**src/rtl/mult_sequencer_if.sv**
```systemverilog
// mult_sequencer_if: board/multiplier-side signals of the multiplier control sequencer.
interface mult_sequencer_if;
   logic        enter;
   logic [7:0]  inputdata;
   logic [31:0] dataR;
   logic [31:0] dataA;
   logic [31:0] dataB;
   logic [31:0] result;
   logic        inputdata_ready;
   logic        loaddata;
   logic        result_valid;
   logic        disp_page;
   logic [1:0]  byte_cnt;
   logic [1:0]  state;
   modport master (
      output enter, inputdata, dataR,
      input  dataA, dataB, result, inputdata_ready, loaddata, result_valid, disp_page, byte_cnt, state
   );
   modport slave (
      input  enter, inputdata, dataR,
      output dataA, dataB, result, inputdata_ready, loaddata, result_valid, disp_page, byte_cnt, state
   );
endinterface

```
**src/rtl/mult_sequencer.sv**
```systemverilog
// mult_sequencer: collects two 32-bit operands bytewise, waits for the multiplier, captures and pages the product.
module mult_sequencer #(
   parameter int LATENCY = 2,
   parameter int BYTES   = 4
) (
   input logic              clk,
   input logic              reset,
   mult_sequencer_if.slave  bus
);
   // WAIT and SHOW share the low two bits so the visible state code is just r_state[1:0]
   typedef enum logic [2:0] {
      IDLE   = 3'b000,
      LOAD_A = 3'b001,
      LOAD_B = 3'b010,
      WAIT   = 3'b011,
      SHOW   = 3'b111
   } state_t;
   state_t      r_state;
   logic        r_s1, r_s2, r_s3;
   logic [3:0]  r_cnt;
   logic [1:0]  r_byte_cnt;
   logic [31:0] r_data_a, r_data_b, r_result;
   logic        r_ready, r_load, r_valid, r_page;
   logic        w_press, w_last;
   assign w_press = r_s2 & ~r_s3;
   assign w_last  = r_byte_cnt == 2'(BYTES - 1);
   always_ff @(posedge clk or negedge reset) begin
      if (!reset) begin
         r_state    <= IDLE;
         r_s1       <= 1'b0;
         r_s2       <= 1'b0;
         r_s3       <= 1'b0;
         r_cnt      <= '0;
         r_byte_cnt <= '0;
         r_data_a   <= '0;
         r_data_b   <= '0;
         r_result   <= '0;
         r_ready    <= 1'b0;
         r_load     <= 1'b0;
         r_valid    <= 1'b0;
         r_page     <= 1'b0;
      end else begin
         r_s1   <= bus.enter;
         r_s2   <= r_s1;
         r_s3   <= r_s2;
         r_load <= 1'b0;
         case (r_state)
            IDLE: begin
               r_state <= LOAD_A;
               r_ready <= 1'b1;
            end
            LOAD_A: if (w_press) begin
               r_data_a   <= {r_data_a[23:0], bus.inputdata};
               r_load     <= 1'b1;
               r_byte_cnt <= w_last ? 2'd0 : r_byte_cnt + 2'd1;
               if (w_last) r_state <= LOAD_B;
            end
            LOAD_B: if (w_press) begin
               r_data_b   <= {r_data_b[23:0], bus.inputdata};
               r_load     <= 1'b1;
               r_byte_cnt <= w_last ? 2'd0 : r_byte_cnt + 2'd1;
               if (w_last) begin
                  r_state <= WAIT;
                  r_ready <= 1'b0;
                  r_cnt   <= 4'(LATENCY - 1);
               end
            end
            WAIT: if (r_cnt == 4'd0) begin
               r_result <= bus.dataR;
               r_valid  <= 1'b1;
               r_page   <= 1'b0;
               r_state  <= SHOW;
            end else begin
               r_cnt <= r_cnt - 4'd1;
            end
            SHOW: if (w_press) begin
               // first press flips to the upper half, the next one starts a new operation
               if (!r_page) begin
                  r_page <= 1'b1;
               end else begin
                  r_state  <= LOAD_A;
                  r_data_a <= '0;
                  r_data_b <= '0;
                  r_valid  <= 1'b0;
                  r_ready  <= 1'b1;
               end
            end
            default: r_state <= IDLE;
         endcase
      end
   end
   assign bus.dataA           = r_data_a;
   assign bus.dataB           = r_data_b;
   assign bus.result          = r_result;
   assign bus.inputdata_ready = r_ready;
   assign bus.loaddata        = r_load;
   assign bus.result_valid    = r_valid;
   assign bus.disp_page       = r_page;
   assign bus.byte_cnt        = r_byte_cnt;
   assign bus.state           = r_state[1:0];
endmodule

```
**src/flat_wrapper.sv**
```systemverilog
// flat-port wrapper written by rule: the top's interface ports become plain ports
module mult_sequencer_flat 
#(
   parameter int LATENCY = 2,
   parameter int BYTES   = 4
)
  (clk, reset, bus_enter, bus_inputdata, bus_dataR, bus_dataA, bus_dataB, bus_result, bus_inputdata_ready, bus_loaddata, bus_result_valid, bus_disp_page, bus_byte_cnt, bus_state);
  mult_sequencer_if bus_i ();
  input logic clk;
  input logic reset;
  input wire logic [$bits(bus_i.enter)-1:0] bus_enter;
  input wire logic [$bits(bus_i.inputdata)-1:0] bus_inputdata;
  input wire logic [$bits(bus_i.dataR)-1:0] bus_dataR;
  output wire logic [$bits(bus_i.dataA)-1:0] bus_dataA;
  output wire logic [$bits(bus_i.dataB)-1:0] bus_dataB;
  output wire logic [$bits(bus_i.result)-1:0] bus_result;
  output wire logic [$bits(bus_i.inputdata_ready)-1:0] bus_inputdata_ready;
  output wire logic [$bits(bus_i.loaddata)-1:0] bus_loaddata;
  output wire logic [$bits(bus_i.result_valid)-1:0] bus_result_valid;
  output wire logic [$bits(bus_i.disp_page)-1:0] bus_disp_page;
  output wire logic [$bits(bus_i.byte_cnt)-1:0] bus_byte_cnt;
  output wire logic [$bits(bus_i.state)-1:0] bus_state;
  assign bus_i.enter = bus_enter;
  assign bus_i.inputdata = bus_inputdata;
  assign bus_i.dataR = bus_dataR;
  assign bus_dataA = bus_i.dataA;
  assign bus_dataB = bus_i.dataB;
  assign bus_result = bus_i.result;
  assign bus_inputdata_ready = bus_i.inputdata_ready;
  assign bus_loaddata = bus_i.loaddata;
  assign bus_result_valid = bus_i.result_valid;
  assign bus_disp_page = bus_i.disp_page;
  assign bus_byte_cnt = bus_i.byte_cnt;
  assign bus_state = bus_i.state;
  mult_sequencer #(.LATENCY(LATENCY), .BYTES(BYTES)) u_core (.clk(clk), .reset(reset), .bus(bus_i));
endmodule
```
**config.mk**
```make
export PLATFORM = sky130hd
export DESIGN_NAME = mult_sequencer_flat
export DESIGN_NICKNAME = d
export VERILOG_FILES = /design/src/rtl/mult_sequencer_if.sv /design/src/rtl/mult_sequencer.sv /design/src/flat_wrapper.sv
export SDC_FILE = /design/constraint.sdc
export NUM_CORES = 1
export LEC_CHECK = 0
export CAP_MARGIN = 25
export CORE_AREA = 5 5 140 102
export CTS_BUF_LIST = sky130_fd_sc_hd__clkbuf_8
export DETAILED_ROUTE_END_ITERATION = 6
export DIE_AREA = 0 0 145 107
export GPL_TIMING_DRIVEN = 1
export MAX_ROUTING_LAYER = met4
export PLACE_DENSITY = 0.71
export SLEW_MARGIN = 10
export SYNTH_ARGS = -nofsm -noshare
export SYNTH_HDL_FRONTEND = slang
export SYNTH_SLANG_ARGS = --single-unit
```
**constraint.sdc**
```tcl
create_clock -name clk -period 4.35 [get_ports clk]
set_input_delay 0.87 -clock clk [delete_from_list [all_inputs] [get_ports clk]]
set_output_delay 0.87 -clock clk [all_outputs]
set_load 0.02 [all_outputs]
```
==> results of run 1 <==
-- cell type report --
class                           count  area [um^2]  area share
Clock buffer                       10        137.6     0.02214
Multi-Input combinational cell    154         1434      0.2307
Clock inverter                      6        67.56     0.01087
Tap cell                          166        207.7     0.03341
Timing Repair Buffer              153         1551      0.2496
Sequential cell                   112         2803      0.4509
Inverter                            4        15.01    0.002415
-- layout by cell type (no fill, tap or decap), types with 2 or more instances in the layout --
master                            synthesis  final
sky130_fd_sc_hd__o21ai_0                  5      5
sky130_fd_sc_hd__inv_1                    4      4
sky130_fd_sc_hd__clkbuf_8                 0     10
sky130_fd_sc_hd__nand2_1                  3      3
sky130_fd_sc_hd__mux2_2                   3      3
sky130_fd_sc_hd__mux2_4                  29     29
sky130_fd_sc_hd__nand3b_1                 2      2
sky130_fd_sc_hd__nor3_1                   3      3
sky130_fd_sc_hd__o211ai_1                 2      2
sky130_fd_sc_hd__clkdlybuf4s50_1          0    145
sky130_fd_sc_hd__nand3_1                  4      4
sky130_fd_sc_hd__mux2_1                   2      2
sky130_fd_sc_hd__a22o_1                  64     64
sky130_fd_sc_hd__and2_1                   2      2
sky130_fd_sc_hd__buf_4                    3      5
sky130_fd_sc_hd__clkinv_8                 0      2
sky130_fd_sc_hd__nor2_1                   4      4
sky130_fd_sc_hd__and3b_1                  2      2
sky130_fd_sc_hd__inv_6                    0      4
sky130_fd_sc_hd__ha_1                     2      2
sky130_fd_sc_hd__dfrtp_1                112    112
sky130_fd_sc_hd__and3_1                   4      4
sky130_fd_sc_hd__a21oi_1                  7      7
-- stage by stage --
stage | std cells | worst slack [ps]
5_1_grt | 605 | 1639
2_1_floorplan | 292 | 2707
6_report | 605 | 1755
4_1_cts | 603 | 1719
3_3_place_gp | 586 | 2114
3_5_place_dp | 587 | 2031
-- flip-flops by register name, summed over array words and instances, names as in the netlist --
signal	cells
u_core.bus.byte_cnt	2
u_core.bus.dataA	32
u_core.bus.dataB	32
u_core.bus.disp_page	1
u_core.bus.inputdata_ready	1
u_core.bus.loaddata	1
u_core.bus.result	32
u_core.bus.result_valid	1
u_core.r_cnt	4
u_core.r_s1	1
u_core.r_s2	1
u_core.r_s3	1
u_core.r_state	3
-- how the worst max path moves through the flow --
stage                            startpoint               endpoint  slack, ps  depth (start not counted)
after floorplan             u_core.r_cnt[0]  u_core.bus.result[10]       2710                          6
after CTS                 u_core.r_state[0]           bus_state[0]       1720                          1
final                     u_core.r_state[0]           bus_state[0]       1750                          1
after global placement    u_core.r_state[0]  u_core.bus.result[21]       2110                          3
after detailed placement    u_core.r_cnt[0]  u_core.bus.result[27]       2030                          5
after global routing      u_core.r_state[0]           bus_state[0]       1640                          1
-- cells by family after synthesis --
logic type,Yosys count
buf+inv,26
compound gates,83
fa+ha+maj,2
mux,34
simple gates,34
flops,112
xor+xnor,1
-- cells in the mapped netlist, types with 2 or more instances --
| cell type | number |
|---|---|
| sky130_fd_sc_hd__buf_6 | 3 |
| sky130_fd_sc_hd__nor2_1 | 4 |
| sky130_fd_sc_hd__nand2_1 | 3 |
| sky130_fd_sc_hd__o21ai_0 | 5 |
| sky130_fd_sc_hd__nand3_1 | 4 |
| sky130_fd_sc_hd__a22o_1 | 64 |
| sky130_fd_sc_hd__buf_4 | 3 |
| sky130_fd_sc_hd__inv_1 | 4 |
| sky130_fd_sc_hd__dfrtp_1 | 112 |
| sky130_fd_sc_hd__o211ai_1 | 2 |
| sky130_fd_sc_hd__nor3_1 | 3 |
| sky130_fd_sc_hd__mux2_1 | 2 |
| sky130_fd_sc_hd__nand3b_1 | 2 |
| sky130_fd_sc_hd__and3b_1 | 2 |
| sky130_fd_sc_hd__buf_2 | 15 |
| sky130_fd_sc_hd__a21oi_1 | 7 |
| sky130_fd_sc_hd__ha_1 | 2 |
| sky130_fd_sc_hd__and3_1 | 4 |
| sky130_fd_sc_hd__mux2_4 | 29 |
| sky130_fd_sc_hd__and2_1 | 2 |
| sky130_fd_sc_hd__mux2_2 | 3 |
-- layer usage --
metal / track usage / vias up / routed length [um]
met2: 0.1964 / 128 / 4377
met5: - / - / 0
li1: - / 1374 / -
met1: 0.1771 / 1446 / 4822
met3: 0.05281 / 8 / 868
met4: 0.03629 / 0 / 77
-- power by group --
group	internal (W)	switching, W	total (W)
Sequential	0.00149	0.000375	0.00186
Combinational	0.00130	0.00106	0.00235
Clock	0.000242	0.000374	0.000616
==> results.md, run 1 <==
- The run finished with clean final reports.
- The critical path buffer and inverter count is 1.
- The share of synthesized area in the top cell type comes to 0.6402.
- Of the total synthesized cell area, the portion taken by AND, OR, NAND and NOR gates is 0.05059.
- The number of hold violations in the final report is 0.
- The largest total area in the synthesized netlist belongs to sky130_fd_sc_hd__dfrtp_1.
- The clock passes through at most 2 buffers.
- The path with the worst hold slack has its endpoint at u_core.r_s2.
- The total of hold buffers inserted after clock tree synthesis is 0.
- The final number of max-transition violations is 0.
- The buffer cell driving the clock tree root is sky130_fd_sc_hd__clkbuf_8.
- The area growth from synthesis to final layout is 41.98%.
- The clock input transition at the sequential cells of the worst setup and hold paths is 100 ps.
- The worst register-to-register path begins at u_core.r_cnt[0].
- CTS saw 112 sinks.
- Once placement finished, the instance area stood at 0.005963 mm^2.
- Walking the worst path, the cells encountered are clkdlybuf4s50_1.
- The synthesized instance count is 292.
- The number of distinct library cells after synthesis is 38.
- In the finished design, the share of the clock period the worst path needs comes to 0.5966.
- The floorplan has 35 rows.
- The number of synthesized register bits is 112.
- Counting the fill cells in the layout gives 1109.
- In the final routed layout, each cell accounts on average for 16.77 um.
- For this run, the register share of the synthesized area comes to 0.6402.
- After legalization and detailed placement, the total HPWL measured 7163 um.
- The worst vdd rail ir drop is 0.5615 mV.
- The net count reported at finish is 479.
- By area, the combinational part of the netlist is dominated by compound AO/OA/AOI/OAI gates.
- Of the total synthesized cell area, the portion taken by XOR and XNOR cells is 0.002001.
- The critical-path cell with the highest stage delay is sky130_fd_sc_hd__clkdlybuf4s50_1.
- The initial antenna violation count came to 0.
- The complex-gate fraction of the synthesized area is 0.1549.
- The power per standard cell area is 777.2 mW/mm^2.
- The count of vias placed by the detailed router is 2956.
- The number of global-route vias before repair was 3086.
- The total congestion overflow after global routing is 0.
- Between clock sinks in the finished design, the worst skew comes to 12.91 ps.
- Setup repair after global routing left no endpoint under its margin.
- Data on the critical path is required at its endpoint by 3480 ps.
- TritonCTS created 9 clock buffers.
- After detailed routing, the number of remaining DRC violations is 0.
- The startpoint type of the worst setup path is a flop.
- Among cell families on the critical path, the largest total delay comes from buffers and inverters.
- The CTS tree is yes.
- The worst hold path passes through 0 cells.
- The number of synthesized flops with an enable pin is 0.
- The register-to-register path setup slack is 2420 ps.
- The min-delay analysis places its worst path in the category reg -> reg.
- In this run the worst path has a maximum fanout of 17.
- 0 antenna diodes ended up in the layout.
- Entering global routing, the biggest net connects 84 pins.
- The final total negative setup slack is 0 ps.
- In this run the critical register-to-register path is captured at u_core.bus.result[9].
- The routed design could run at a clock period as short as 2595 ps.
- The number of I/O pins is 147.
- The cell depth of the worst flop-to-flop path is 6.
- Headroom to the max-slew limit came out at 0.5993.
- The fmax is 0.3853 GHz.
- The die span in y is 107 um.
- The number of DRC markers after the initial detailed-route iteration is 131.
- The source-to-sink clock delay at the later pin of the worst-skew pair is 370 ps.
- After layout, the design draws a total of 0.004831 W.
- The fraction of final layout cells with drive strength greater than 1 is 0.1367.
- The start point of the worst min-delay path is u_core.r_s1.
- The initial utilization of the core area, before any placement, comes to 0.3412.
- For this run, the detailed router's first-pass iteration total came to 4.
- The delay contributed by the slowest stage of the critical path is 700 ps.
- In this run the horizontal extent of the chip is 145 um.
- For this run, the share of the core covered by cells in the final layout is 0.4844.
- Routability-driven placement finished with a final weighted congestion of 0.8160.
- The post-synthesis mux area share is 0.1123.
- The core box area is 0.01283 mm^2.
- The critical path is of the reg -> out type.
- The total setup violations reported at the end of the flow is 0.
- The first global-routing pass estimated 16620 um of wire.
- The share of synthesized registers carrying an async set or reset is 1.000.
- The mean cell area of the mapped netlist is 14.99 um^2.
- Hold is met by 357.7 ps.
- The number of nets with antenna violations after routing is 0.
- The most used flip-flop cell after synthesis is sky130_fd_sc_hd__dfrtp_1.
- The slew at the pin closest to its max-slew limit is 601.1 ps.
- The count of buffers added by post-CTS timing repair for setup is 0.
- The arrival time at the worst endpoint is 1730 ps.
- The leakage power summed over all cells is 2.786 nW.
- The count of buffers added on input and output ports is 146.
- For this run, the total global-route usage over all layers was measured as 0.1351.
- The detail-routed via count per cell is 4.886.
- The mapped netlist covers 0.004378 mm^2.
- The synthesized net count is 337.
- The post-cts resize count is 0.
- The overall die area is 0.01552 mm^2.
- The overall routed net length is 10150 um.
- After routing the design area is 0.006216 mm^2.
- Yosys printed 0 warnings.
- The nature of the critical path endpoint is an output pin.
- After synthesis, the cell types taking the most area are sky130_fd_sc_hd__dfrtp_1, sky130_fd_sc_hd__a22o_1, sky130_fd_sc_hd__mux2_4.
- Across the run, the number of max-cap violations was 0.
- The adder and majority cell fraction of the synthesized area is 0.005716.
- In this run the number of H-tree levels came out at 3.
(Power assumes the default switching activity.)
==> run 2, diff against run 1 <==
--- a/config.mk
+++ b/config.mk
@@ -12,7 +12,7 @@
 export DIE_AREA = 0 0 145 107
 export GPL_TIMING_DRIVEN = 1
 export MAX_ROUTING_LAYER = met4
-export PLACE_DENSITY = 0.71
+export PLACE_DENSITY = 0.74
 export SLEW_MARGIN = 10
 export SYNTH_ARGS = -nofsm -noshare
 export SYNTH_HDL_FRONTEND = slang
==> constraint.sdc (replaced) <==
create_clock -name clk -period 2.35 [get_ports clk]
set_input_delay 0.47 -clock clk [delete_from_list [all_inputs] [get_ports clk]]
set_output_delay 0.47 -clock clk [all_outputs]
set_load 0.02 [all_outputs]
==> results.md, run 2 (synthesis results as in run 1) <==
- The flow ran to the end, and the final reports show no timing, DRC or antenna violations.
- In the layout the commonest cells are sky130_fd_sc_hd__clkdlybuf4s50_1, sky130_fd_sc_hd__dfrtp_1, sky130_fd_sc_hd__a22o_1.
- The number of hold buffers added after CTS was 0.
- Summing all placed instances gives a cell area of 0.005988 mm^2.
- The detailed router finished its first iteration with 163 violations.
- The overall routed net length is 10640 um.
- The all-layer global routing usage is 0.1418.
- The cell depth of the worst flop-to-flop path is 6.
- The signal on the critical path passes through clkdlybuf4s50_1.
- The final total negative setup slack is 0 ps.
- The number of rows in the core area is 35.
- The fraction of final layout cells with drive strength greater than 1 is 0.1327.
- The die is 107 um tall.
- Among cell families on the critical path, the largest total delay comes from buffers and inverters.
- The total congestion overflow after global routing is 0.
- The buffer cell driving the clock tree root is sky130_fd_sc_hd__clkbuf_8.
- The die covers 0.01552 mm^2.
- The average wire per cell in the routed design is 17.64 um.
- Setup repair after global routing left no endpoint under its margin.
- The tightest min-delay check is of the in -> async type.
- Clock-pin slew was measured on the worst setup and hold paths at 110 ps.
- The net count reported at finish is 478.
- In this run the count of I/O pins placed on the die edge is 147.
- The floorplan step set the die width to 145 um.
- The clock drives 112 sinks.
- The number of global-route vias before repair was 3195.
- The worst hold slack is 171.0 ps.
- The source-to-sink clock delay at the later pin of the worst-skew pair is 370 ps.
- The post-route DRC violation count is 0.
- The first global-routing pass estimated 17450 um of wire.
- The core box area is 0.01283 mm^2.
- In this run the number of H-tree levels came out at 3.
- The worst register-to-register path ends at u_core.bus.result[10].
- The count of nets left with antenna violations once routing finished came out at 0.
- The number of antenna repair diodes is 0.
- The initial cell density of the core is 0.3412.
- In the detailed route, the total length drawn on met3 is 867 um.
- For the pin with the worst max-slew slack, the measured transition is 584.1 ps.
- The worst path in the final design needs a cycle of 2205 ps, including I/O delays and setup.
- At the end of the flow the core is filled with cells to 0.4805.
- Before CTS, the worst setup slack after placement is 552.6 ps.
- The most frequent standard cell in the layout excluding fill and tap cells is sky130_fd_sc_hd__clkdlybuf4s50_1.
- The count of vias placed by the detailed router is 3005.
- The critical-path cell with the highest stage delay is sky130_fd_sc_hd__clkdlybuf4s50_1.
- Summed over all cells, the static leakage comes to 2.765 nW.
- The nature of the critical path endpoint is an output pin.
- Of the available clock period, the critical path in the final layout requires 0.9383.
- The startpoint type of the worst setup path is a flop.
- The worst register-to-register path has a setup slack of 520 ps.
- The wire-length estimate of the detail-placed layout is 7475 um.
- In this run the tightest slew margin relative to its limit is 0.6106.
- The count of buffers added by post-CTS timing repair for setup is 0.
- In this run the critical register-to-register path is launched from u_core.r_cnt[0].
- The delay contributed by the slowest stage of the critical path is 700 ps.
- The final design instance area without fill is 0.006166 mm^2.
- The total setup violations reported at the end of the flow is 0.
- The worst vdd rail ir drop is 0.6462 mV.
- The post-cts resize count is 0.
- TritonCTS built the clock tree.
- The detailed router put a total of 4851 um of wire on met1.
- The number of buffers created by CTS is 9.
- STA puts the critical path data arrival time at 1740 ps.
- The routed design uses 4780 um of met2 wire.
- Using the TritonRoute via totals, the vias-per-cell ratio works out to 4.983.
- The congestion estimate from routability-driven global placement came to 0.7612.
- Input and output buffers added on the ports amount to 146.
- Together, buffers and inverters on the worst path number 1.
- Based on the critical path, the design can be clocked at up to 0.4535 GHz.
- The iteration count of the initial detailed-routing pass is 4.
- The setup path with the least slack is of type reg -> out.
- The number of hold violations in the final report is 0.
- The topmost layer with routed signal wires is met4.
- The maximum fanout along the worst path is 17.
- For this design the ratio of total power to cell area is 1446 mW/mm^2.
- Entering global routing, the biggest net connects 113 pins.
- No sink is reached through more buffers than the 2 on the longest clock path.
- The tool flagged a number of max-cap violations equal to 0.
- The smallest setup slack after layout is 145.0 ps.
- The area growth from synthesis to final layout is 40.84%.
- The final number of max-transition violations is 0.
- The initial antenna violation count is 0.
- On the final layout, the worst clock skew is 12.47 ps.
- Data on the critical path is required at its endpoint by 1880 ps.
run 2: area by class of cell:
cell class / count / area [um^2]
fill: 1101 / 6665
sequential: 112 / 2803
timing repair buffer: 152 / 1529
multi-input combinational: 154 / 1434
tap: 166 / 207.7
clock buffer: 9 / 123.9
clock inverter: 6 / 53.80
inverter: 4 / 15.01
run 2: stage by stage:
| step | std cells | total power, W |
|---|---|---|
| 2_1_floorplan | 292 | 0.005836 |
| 3_3_place_gp | 588 | 0.007811 |
| 3_5_place_dp | 588 | 0.007926 |
| 4_1_cts | 603 | 0.009056 |
| 5_1_grt | 603 | 0.009432 |
| 6_report | 603 | 0.008916 |
run 2: per-layer routing:
metal / vias up / GRT usage
li1: 1367 / -
met1: 1513 / 0.1828
met2: 110 / 0.2089
met3: 15 / 0.05872
met4: 0 / 0.03427
met5: - / -
run 2: how the worst max path moves through the flow:
stage / from / end / slack (ps) / cells past startpoint
2_1_floorplan: u_core.r_cnt[0] / u_core.bus.result[10] / 710 / 6
3_3_place_gp: u_core.r_state[0] / bus_state[0] / 570 / 1
3_5_place_dp: u_core.r_state[0] / bus_state[0] / 550 / 1
4_1_cts: u_core.r_state[0] / bus_state[0] / 110 / 1
5_1_grt: u_core.r_state[0] / bus_state[0] / 40 / 1
6_report: u_core.r_state[0] / bus_state[0] / 140 / 1
run 2: power by group:
group | leakage [nW] | switching, W | internal [W]
registers | 1.40 | 0.000696 | 0.00275
logic | 1.28 | 0.00200 | 0.00239
clock network | 0.0931 | 0.000675 | 0.000399
total | 2.77 | 0.00337 | 0.00555
==> run 3, diff against run 2 <==
--- a/config.mk
+++ b/config.mk
@@ -12,7 +12,7 @@
 export DIE_AREA = 0 0 145 107
 export GPL_TIMING_DRIVEN = 1
 export MAX_ROUTING_LAYER = met4
-export PLACE_DENSITY = 0.74
+export PLACE_DENSITY = 0.66
 export SLEW_MARGIN = 10
 export SYNTH_ARGS = -nofsm -noshare
 export SYNTH_HDL_FRONTEND = slang
==> results.md, run 3 (synthesis results as in run 1) <==
- The flow ran to the end, and the final reports show no timing, DRC or antenna violations.
- The slowest stage of the critical path is the sky130_fd_sc_hd__clkdlybuf4s50_1 cell.
- Buffers added to address setup during post-CTS repair amount to 0.
- The number of rows in the core area is 35.
- The post-route clock skew is 9.799 ps.
- The design draws 0.008980 W.
- Clock tree synthesis inserted a total of 9 buffers.
- Compared with the post-synthesis result, the final layout area differs by 41.53%.
- The part of the total power dissipated in sequential elements is 0.385.
- The relative slew slack is 0.6753.
- After layout, the worst setup slack is 161.2 ps.
- The initial antenna violation count is 0.
- The average wire per cell in the routed design is 16.90 um.
- The analysis attributes to net switching a power of 0.003328 W.
- The detail route stage leaves a number of antenna-violating nets equal to 0.
- Summed over all layers, the routed wires come to 10210 um.
- The delay contributed by the slowest stage of the critical path is 710 ps.
- The number of I/O pins is 147.
- The fraction of final layout cells with drive strength greater than 1 is 0.1347.
- The post-route minimum period is 2189 ps.
- The kind of cell with the highest combined delay along the critical path is buffers and inverters.
- The buffer levels on the longest clock path is 2.
- The worst reg2reg path startpoint is u_core.r_state[0].
- STA classifies the critical path endpoint as an output pin.
- The sink count of the clock tree is 112.
- The critical path is of the reg -> out type.
- Leaving out fill and tap cells, the most frequent cells in the layout are sky130_fd_sc_hd__clkdlybuf4s50_1, sky130_fd_sc_hd__dfrtp_1, sky130_fd_sc_hd__a22o_1.
- The critical path buffer and inverter count is 1.
- After routing the design area is 0.006196 mm^2.
- Dividing the detail-routed via count by the number of cells gives 4.952.
- Setup violations remaining at the end of the flow were counted as 0.
- Of the total power, combinational logic draws 0.486.
- The combined area of the multi-input logic cells is 0.001434 mm^2.
- Detailed placement ended at an HPWL of 7399 um.
- The core box area is 0.01283 mm^2.
- Post-CTS repair changed the size of 0 cells.
- The sequential standard cell area is 0.002803 mm^2.
- The worst register-to-register path has a depth of 4.
- The number of DRC markers after the initial detailed-route iteration is 204.
- In this run the register-to-register setup slack is 560 ps.
- Leaving out fill and tap cells, the most frequent cell in the layout is sky130_fd_sc_hd__clkdlybuf4s50_1.
- Before CTS, the worst setup slack after placement is 561.8 ps.
- The placed standard-cell area is 0.005996 mm^2.
- For this design the static power due to leakage is 2.773 nW.
- For this run, the share of the core covered by cells in the final layout is 0.4829.
- The repair_antennas step left the layout with diodes totalling 0.
- The initial cell density of the core is 0.3412.
- The maximum fanout along the worst path is 17.
- After clock tree synthesis, the clock-pin slew on the worst setup and hold paths is 110 ps.
- The final estimated routing congestion in global placement is 0.7780.
- The count of maximum capacitance violations is 0.
- The final total negative setup slack is 0 ps.
- The count of vias placed by the detailed router is 2991.
- The source-to-sink clock delay at the later pin of the worst-skew pair is 360 ps.
- Across every metal layer, demand over resource in global routing totals 0.1392.
- The number of hold buffers added after CTS was 0.
- The number of hold violations in the final report is 0.
- The H-tree generated during clock tree synthesis spans 3 levels.
- Clock tree synthesis selected as its root buffer the cell sky130_fd_sc_hd__clkbuf_8.
- The data required time at the worst endpoint is 1880 ps.
- TritonCTS built the clock tree.
- Of the total power, the clock network draws 0.129.
- Of the total power, the share spent switching nets is 0.3706.
- The terminus of the critical flop-to-flop path is u_core.bus.result[19].
- For the pin with the worst max-slew slack, the measured transition is 480.6 ps.
- The first-pass GRT wire length is 17200 um.
- Measured along the y axis, the die boundary spans 107 um.
- The iteration count of the initial detailed-routing pass is 4.
- The startpoint type of the worst setup path is a flop.
- The number of global-route vias before repair is 3142.
- For this run, the top clock speed supported by timing is 0.4569 GHz.
- Walking the worst path, the cells encountered are clkdlybuf4s50_1.
- In the routed design, unresolved DRC markers number 0.
- Setup repair after global routing left no endpoint under its margin.
- After filler insertion, the fill cell instance count of the layout stands at 1096.
- VDD sags by at most 0.6834 mV.
- The final number of max-transition violations is 0.
- The internal power component is 0.005652 W.
- The largest net degree at the start of global routing is 73.
- The ratio of final minimum period to clock period is 0.9314.
- In the final design database the tool counted 479 nets.
- Buffers placed on the I/O ports in this run total 146.
- The overall die area is 0.01552 mm^2.
- The power per standard cell area is 1449 mW/mm^2.
- The class of the worst hold path is in -> async.
- The total congestion overflow after global routing is 0.
- The floorplan step set the die width to 145 um.
- The arrival time at the worst endpoint is 1720 ps.
==> run 3: metrics by stage <==
| step | hold slack, ps | cells |
|---|---|---|
| floorplan | 174.4 | 292 |
| global placement | 333.6 | 589 |
| detailed placement | 342.5 | 589 |
| CTS | 98.61 | 604 |
| global route | 109.6 | 604 |
| finish | 90.90 | 604 |
==> run 3: power by group through the flow <==
stage	Sequential [W]	Combinational, W	Clock, W
2_1_floorplan	0.00425	0.00158	0
3_3_place_gp	0.00346	0.00436	0
3_5_place_dp	0.00348	0.00442	0
4_1_cts	0.00346	0.00442	0.00122
5_1_grt	0.00359	0.00465	0.00129
6_report	0.00346	0.00436	0.00116
==> run 3: layout make-up <==
class | instances | area share
Clock inverter | 6 | 0.01232
Sequential cell | 112 | 0.4523
Clock buffer | 9 | 0.01999
Tap cell | 166 | 0.03352
Inverter | 4 | 0.002423
Multi-Input combinational cell | 154 | 0.2314
Timing Repair Buffer | 153 | 0.2480
==> run 3: worst max path at each step <==
stage,from,endpoint,slack (ps),cells past startpoint
floorplan,u_core.r_cnt[0],u_core.bus.result[10],710,6
global placement,u_core.r_state[0],bus_state[0],570,1
detailed placement,u_core.r_state[0],bus_state[0],560,1
CTS,u_core.r_state[0],bus_state[0],130,1
global route,u_core.r_state[0],bus_state[0],40,1
finish,u_core.r_state[0],bus_state[0],160,1
==> run 3: metal layers <==
| layer | GRT usage | share of wire | vias to the layer above |
|---|---|---|---|
| met4 | 0.02823 | 0.0080 | 0 |
| met1 | 0.1903 | 0.47 | 1499 |
| met5 | - | 0 | - |
| li1 | - | - | 1373 |
| met2 | 0.1987 | 0.45 | 111 |
| met3 | 0.05281 | 0.078 | 8 |
